[src/rtl/sat_add_arbiter.sv]
// sat_add_arbiter: two-requester round-robin front end feeding a single
// saturating unsigned adder. A result is held in the output registers until
// the consumer takes it, and no new operands are accepted while it is held.
// Optional feature macro: SAT_CNT_EN adds an 8-bit saturating count of
// saturated results on port sat_count.
module sat_add_arbiter #(
    parameter int WIDTH = 4
) (
    input  logic             clk,
    input  logic             rst,
    input  logic             req0_valid,
    input  logic             req1_valid,
    input  logic [WIDTH-1:0] req0_a,
    input  logic [WIDTH-1:0] req0_b,
    input  logic [WIDTH-1:0] req1_a,
    input  logic [WIDTH-1:0] req1_b,
    output logic             req0_ready,
    output logic             req1_ready,
    output logic             rsp_valid,
    input  logic             rsp_ready,
    output logic [WIDTH-1:0] rsp_sum,
    output logic             rsp_sat,
    output logic             rsp_id
`ifdef SAT_CNT_EN
    ,
    output logic [7:0]       sat_count
`endif
);

    typedef enum logic {
        IDLE = 1'b0,
        RESP = 1'b1
    } state_t;

    state_t             state_q;
    logic               rsp_valid_q;
    logic [WIDTH-1:0]   sum_q;
    logic               sat_q;
    logic               id_q;
    logic               last_q;     // requester granted by the most recent handshake

    logic               grant0;
    logic               grant1;
    logic               accept;
    logic [WIDTH-1:0]   sel_a;
    logic [WIDTH-1:0]   sel_b;
    logic [WIDTH:0]     sum_full;
    logic [WIDTH-1:0]   sum_d;
    logic               sat_d;

    // Round-robin grant and saturating add of the granted operand pair.
    always_comb begin
        grant0 = 1'b0;
        grant1 = 1'b0;
        if (!rst && (state_q == IDLE)) begin
            if (req0_valid && req1_valid) begin
                // Contention: the requester that did not win last time wins now.
                grant0 = last_q;
                grant1 = ~last_q;
            end else begin
                grant0 = req0_valid;
                grant1 = req1_valid;
            end
        end else begin
            grant0 = 1'b0;
            grant1 = 1'b0;
        end

        accept = grant0 | grant1;

        if (grant1) begin
            sel_a = req1_a;
            sel_b = req1_b;
        end else begin
            sel_a = req0_a;
            sel_b = req0_b;
        end

        sum_full = {1'b0, sel_a} + {1'b0, sel_b};
        sat_d    = sum_full[WIDTH];
        if (sum_full[WIDTH]) begin
            sum_d = {WIDTH{1'b1}};
        end else begin
            sum_d = sum_full[WIDTH-1:0];
        end
    end

    assign req0_ready = grant0;
    assign req1_ready = grant1;

    // Response FSM: capture a result on handshake, hold it until consumed.
    always_ff @(posedge clk) begin
        if (rst) begin
            state_q     <= IDLE;
            rsp_valid_q <= 1'b0;
            sum_q       <= {WIDTH{1'b0}};
            sat_q       <= 1'b0;
            id_q        <= 1'b0;
            last_q      <= 1'b1;
        end else begin
            case (state_q)
                IDLE: begin
                    if (accept) begin
                        state_q     <= RESP;
                        rsp_valid_q <= 1'b1;
                        sum_q       <= sum_d;
                        sat_q       <= sat_d;
                        id_q        <= grant1;
                        last_q      <= grant1;
                    end
                end
                RESP: begin
                    if (rsp_ready) begin
                        state_q     <= IDLE;
                        rsp_valid_q <= 1'b0;
                    end
                end
                default: begin
                    state_q     <= IDLE;
                    rsp_valid_q <= 1'b0;
                end
            endcase
        end
    end

    assign rsp_valid = rsp_valid_q;
    assign rsp_sum   = sum_q;
    assign rsp_sat   = sat_q;
    assign rsp_id    = id_q;

`ifdef SAT_CNT_EN
    logic [7:0] sat_cnt_q;

    // Count saturating results at the accepting handshake, sticking at 255.
    always_ff @(posedge clk) begin
        if (rst) begin
            sat_cnt_q <= 8'd0;
        end else if (accept && sat_d && (sat_cnt_q != 8'hFF)) begin
            sat_cnt_q <= sat_cnt_q + 8'd1;
        end
    end

    assign sat_count = sat_cnt_q;
`endif

endmodule

[config.mk]
export PLATFORM = sky130hd
export DESIGN_NAME = sat_add_arbiter
export DESIGN_NICKNAME = d
export VERILOG_FILES = /design/src/rtl/sat_add_arbiter.sv
export SDC_FILE = /design/constraint.sdc
export NUM_CORES = 1
export LEC_CHECK = 0
export CAP_MARGIN = 15
export CORE_UTILIZATION = 42
export DETAILED_ROUTE_END_ITERATION = 8
export PLACE_DENSITY = 0.87
export SLEW_MARGIN = 10
export SYNTH_ARGS = -nofsm -noshare
export SYNTH_HDL_FRONTEND = slang
export SYNTH_SLANG_ARGS = --single-unit
[constraint.sdc]
create_clock -name clk -period 5.6 [get_ports clk]
set_input_delay 1.12 -clock clk [delete_from_list [all_inputs] [get_ports clk]]
set_output_delay 1.12 -clock clk [all_outputs]
set_load 0.005 [all_outputs]
Word-level counts from Yosys, hierarchy flattened
Cells that the tools add are included.
{"block": "word_totals", "word_cells": 30, "input_bits": 21, "ff_bits": 9, "output_inout_bits": 9}
{"block": "classes", "n_reduce_logical": 5, "bitwise": 3, "n_eq_ne": 2, "mux": 13, "n_addsub": 1}
{"op": "4-bit 2-to-1 mux", "n": 3}
{"op": "1-bit 2-to-1 mux", "n": 8}
{"op": "4-bit by 4-bit adder with 5-bit output", "n": 1}
{"op": "2-bit != test, second input constant", "n": 2}
{"op": "1-bit one-hot mux with 2 select lines", "n": 2}
{"op": "2-bit AND reduction", "n": 2}
{"op": "1-bit logical AND", "n": 2}
{"op": "1-bit NOT", "n": 2}
{"op": "1-bit zero test", "n": 1}
{"op": "1-bit OR", "n": 1}

Longest topological paths before layout
{"block": "depth", "depth_word": 6, "ltp_mapped": 11, "depth_no_buf": 10}

Least setup slack after synthesis
OpenSTA, ideal clock, no wires.
{"block": "synth_path", "kind": "input to register", "startpoint": "input rst", "endpoint": "register sum_q[0] (netlist: rsp_sum[0])", "stages": 11, "slack_ns": 2.639, "required_time_ns": 5.462, "setup_ns": 0.138, "n_path_buf": 1, "arrival_time_ns": 2.823, "path_cell_list": "buf_6 -> nor2_4 -> nand3_4 -> mux2_2 -> ha_1 -> inv_1 -> fa_1 -> inv_1 -> a21o_1 -> a21oi_1 -> a311oi_1"}
{"block": "synth_via", "elab_chain_len": 6, "word_cells_on_any_way": 10, "classes_between": "1 x add/sub; 5 x mux; 1 x bitwise; 3 x reduce/logical"}
{"element": "start: declaration", "line_no": "10", "text": "input logic rst,"}
{"element": "1-bit zero test", "line_no": "55", "text": "if (!rst && (state_q == IDLE)) begin"}
{"element": "1-bit logical AND", "line_no": "55"}
{"element": "1-bit 2-to-1 mux", "line_no": "55"}
{"element": "4-bit 2-to-1 mux", "line_no": "71", "text": "if (grant1) begin"}
{"element": "4-bit by 4-bit adder with 5-bit output", "line_no": "79", "text": "sum_full = {1'b0, sel_a} + {1'b0, sel_b};"}
{"element": "4-bit 2-to-1 mux", "line_no": "81", "text": "if (sum_full[WIDTH]) begin"}
{"element": "end signal: assignment", "line_no": "96", "text": "sum_q <= {WIDTH{1'b0}};"}
{"element": "end signal: assignment", "line_no": "106", "text": "sum_q <= sum_d;"}
{"element": "end: declaration", "line_no": "37", "text": "logic [WIDTH-1:0] sum_q;"}
Several ways; a longest one is shown, not always the timed one.
A chain may end at the register's enable or synchronous reset.

Worst setup path after layout
{"block": "layout_path", "startpoint": "input rst", "endpoint": "output req1_ready"}
{"block": "layout_via", "elab_chain_len": 3}
{"element": "1-bit zero test", "line_no": "55"}
{"element": "1-bit logical AND", "line_no": "55"}
{"element": "1-bit 2-to-1 mux", "line_no": "55"}
{"element": "end: declaration", "line_no": "18", "text": "output logic req1_ready,"}
Every way passes these cells.

==> flow_metrics.tcl <==
set metrics [dict create \
    cpMostUsedCell "clkdlybuf4s50_1" \
    rows 13 \
    finalNetCount 120 \
    drive_gt1_share_pct 15.1 \
    final.setup.tns_ns 0 \
    die_x_um 40.2 \
    place.gp.congestion 0.664 \
    synthMuxAreaShare_pct 15.3 \
    crit_type "in2out" \
    synth.avg_cell_area_um2 9.87 \
    num-fill-cells 118 \
    max_stage_delay_ns 0.59 \
    fin_util_pct 69.0 \
    drt-pass1-iter-count 4 \
    grt_max_degree 13 \
    grt_pass1_wl_um 1750 \
    drtAntennaViolNets 0 \
    slowest_stage "clkdlybuf4s50_1" \
    synth-seq-cells 9 \
    wl_per_cell_um 10.8 \
    crit_fanout 10 \
    synthXorXnorAreaFrac_pct 2.86 \
    fp.dieArea_um2 1610 \
    crit_family "buffers and inverters" \
    ys_seq_area_share_pct 29.4 \
    ys_warn_count 0 \
    io_pins 30 \
    post-cts-setup-buffers 0 \
    hold_viol_final 0 \
    cts_max_level 1 \
    slew_headroom_pct 74.2 \
    endpoint_kind "output pin" \
    cts.clk_slew.worst_paths_ns 0.06 \
    finalSetupViolCount 0 \
    syn_area_um2 612 \
    hpwl_um 961 \
    multi_input_area_um2 379 \
    hold_class "reg2reg" \
    clock-sinks 9 \
    fp.dieH_um 40.2 \
    fmax_mhz 262 \
    powerDensity_nw_per_um2 208 \
    leakage_nw 0.393 \
    synth-compound-area-share_pct 18.0 \
    cts_buffers 3 \
    rrSetupSlack_ns 3.21 \
    core_area_um2 1330 \
    maxCapViolations 0 \
    start_util_pct 45.9 \
    cts.path.max_buffers 2 \
    regArea_um2 180 \
    arrival_ns 2.70 \
    ctsHoldBuffers 0 \
    tightest_slew_ns 0.386 \
    syn-num-nets 88 \
    cts_root_buf "clkbuf_4" \
    drt_iter0_drc 3 \
    final.min_clock_period_ns 3.82 \
    cp.required_ns 4.48 \
    synth_simple_gate_area_share_pct 14.3 \
    fin_crit_sh_pct 68.1 \
    vias 536 \
    synth_cell_type_count 22 \
    syn-instance-count 62 \
    cp-start-kind "input pin" \
    areaGrowthSynthToFinish_pct 50.5 \
    drc_errors 0 \
    slew_viol_final 0 \
    rsz0062_at_grt "false" \
    cts_tree "done" \
    setup_ws_ns 1.78 \
    path_cells "clkdlybuf4s50_1, nor2_4, nand3_4, inv_1, clkdlybuf4s50_1" \
    synthAdderAreaFrac_pct 11.5 \
    vias_per_cell 4.96 \
    pre_cts_ws_ns 1.77 \
    grt_pass1_vias 433 \
    fin_skew_ns 0.00825 \
    synth_top_family_by_area "compound AO/OA/AOI/OAI gates" \
    antenna_found_initial 0 \
    worstSkewPairLatency_ns 0.26 \
    place_inst 104 \
    antenna_cells 0 \
    critPathBufInv 3 \
    grt_usage_pct 16.5 \
    instances_no_fill 108 \
    drt_wl_total_um 1160 \
    cts-resized-gates 0 \
    status "finished, final reports clean" \
    grt_overflow_total 0 \
    port_buffers 29 \
    peakVddDrop_v 0.000107 \
]
==> layer usage <==
metal | GRT usage, % | vias up | share of wire (%)
met3 | 1.67 | 0 | 6.5
met2 | 31.0 | 23 | 51
li1 | - | 282 | -
met5 | 0 | - | 0
met1 | 18.1 | 231 | 43
met4 | 7.76 | 0 | 0
==> Yosys cell counts (all sizes together) <==
master | number | area share [%]
mux2 | 8 | 15
nand2 | 1 | 0.61
o21a | 1 | 2.5
xor2 | 2 | 2.9
nand3 | 1 | 2.9
a311oi | 4 | 5.7
a221o | 1 | 1.6
a211oi | 2 | 2.5
nor2 | 9 | 6.7
a21oi | 3 | 2.5
ha | 4 | 8.2
nand2b | 3 | 3.1
and3 | 1 | 1.0
inv | 7 | 4.3
dfxtp | 9 | 29
o21ai | 1 | 0.82
buf | 2 | 4.3
fa | 1 | 3.3
a21o | 2 | 2.5
==> layout by cell type, fill, tap and decap left out <==
master,count
a221o_1,1
clkdlybuf4s50_1,29
a21o_1,2
o21a_4,1
inv_1,7
nand2_1,1
ha_1,4
mux2_4,1
xor2_1,2
nor2_4,1
a211oi_1,2
a21oi_1,3
nand2b_1,3
a311oi_1,4
and3_1,1
dfxtp_1,9
clkbuf_1,1
mux2_2,7
nand3_4,1
nor2_1,8
o21ai_0,1
fa_1,1
clkbuf_4,3
==> area by class of cell <==
class	count	area share, %
Tap cell	15	2.04
Sequential cell	9	19.6
Multi-Input combinational cell	44	41.2
Inverter	7	2.85
Timing Repair Buffer	29	31.5
Clock buffer	4	2.85
==> cells by family (layout without fill, tap and decap cells) <==
logic type | Yosys count | count (layout)
muxes | 8 | 8
DFF | 9 | 9
adders and majority gates | 5 | 5
AOI/OAI and AO/OA | 14 | 14
and+or+nand+nor | 15 | 15
xor gates and xnor gates | 2 | 2
buffers and inverters | 9 | 40
==> worst paths after layout <==
kind	cells after the start	start	end
worst max-delay path	5	rst	req1_ready
worst min-delay path	2	rsp_id	rsp_id
worst max register to register	10	state_q	rsp_sum[0]
worst min register to register	2	rsp_id	rsp_id
==> report_power, final <==
group	internal [mW]	switching (mW)	leakage (nW)
logic	0.0407	0.0254	0.304
registers	0.0704	0.00404	0.0747
clock network	0.0275	0.0235	0.0150
==> sequential cells by signal, indices dropped and copies added, names as in the netlist <==
name and cells:
rsp_id 1, rsp_valid 1, state_q 1, last_q 1
rsp_sat 1, rsp_sum 4
==> tightest hold or removal path: stages, from the launching register on <==
cell      delay, ns
dfxtp_1        0.31
nand2b_1       0.06
o21ai_0        0.06
==> metrics by stage <==
| step | power [mW] | instance area, um2 | hold WS (ns) |
|---|---|---|---|
| 2_1_floorplan | 0.112 | 612 | 0.465 |
| 3_3_place_gp | 0.140 | 895 | 0.491 |
| 3_5_place_dp | 0.142 | 895 | 0.465 |
| 4_1_cts | 0.193 | 921 | 0.475 |
| 5_1_grt | 0.203 | 921 | 0.524 |
| 6_report | 0.191 | 921 | 0.473 |
Note: power is estimated with default switching activity, not from simulation.
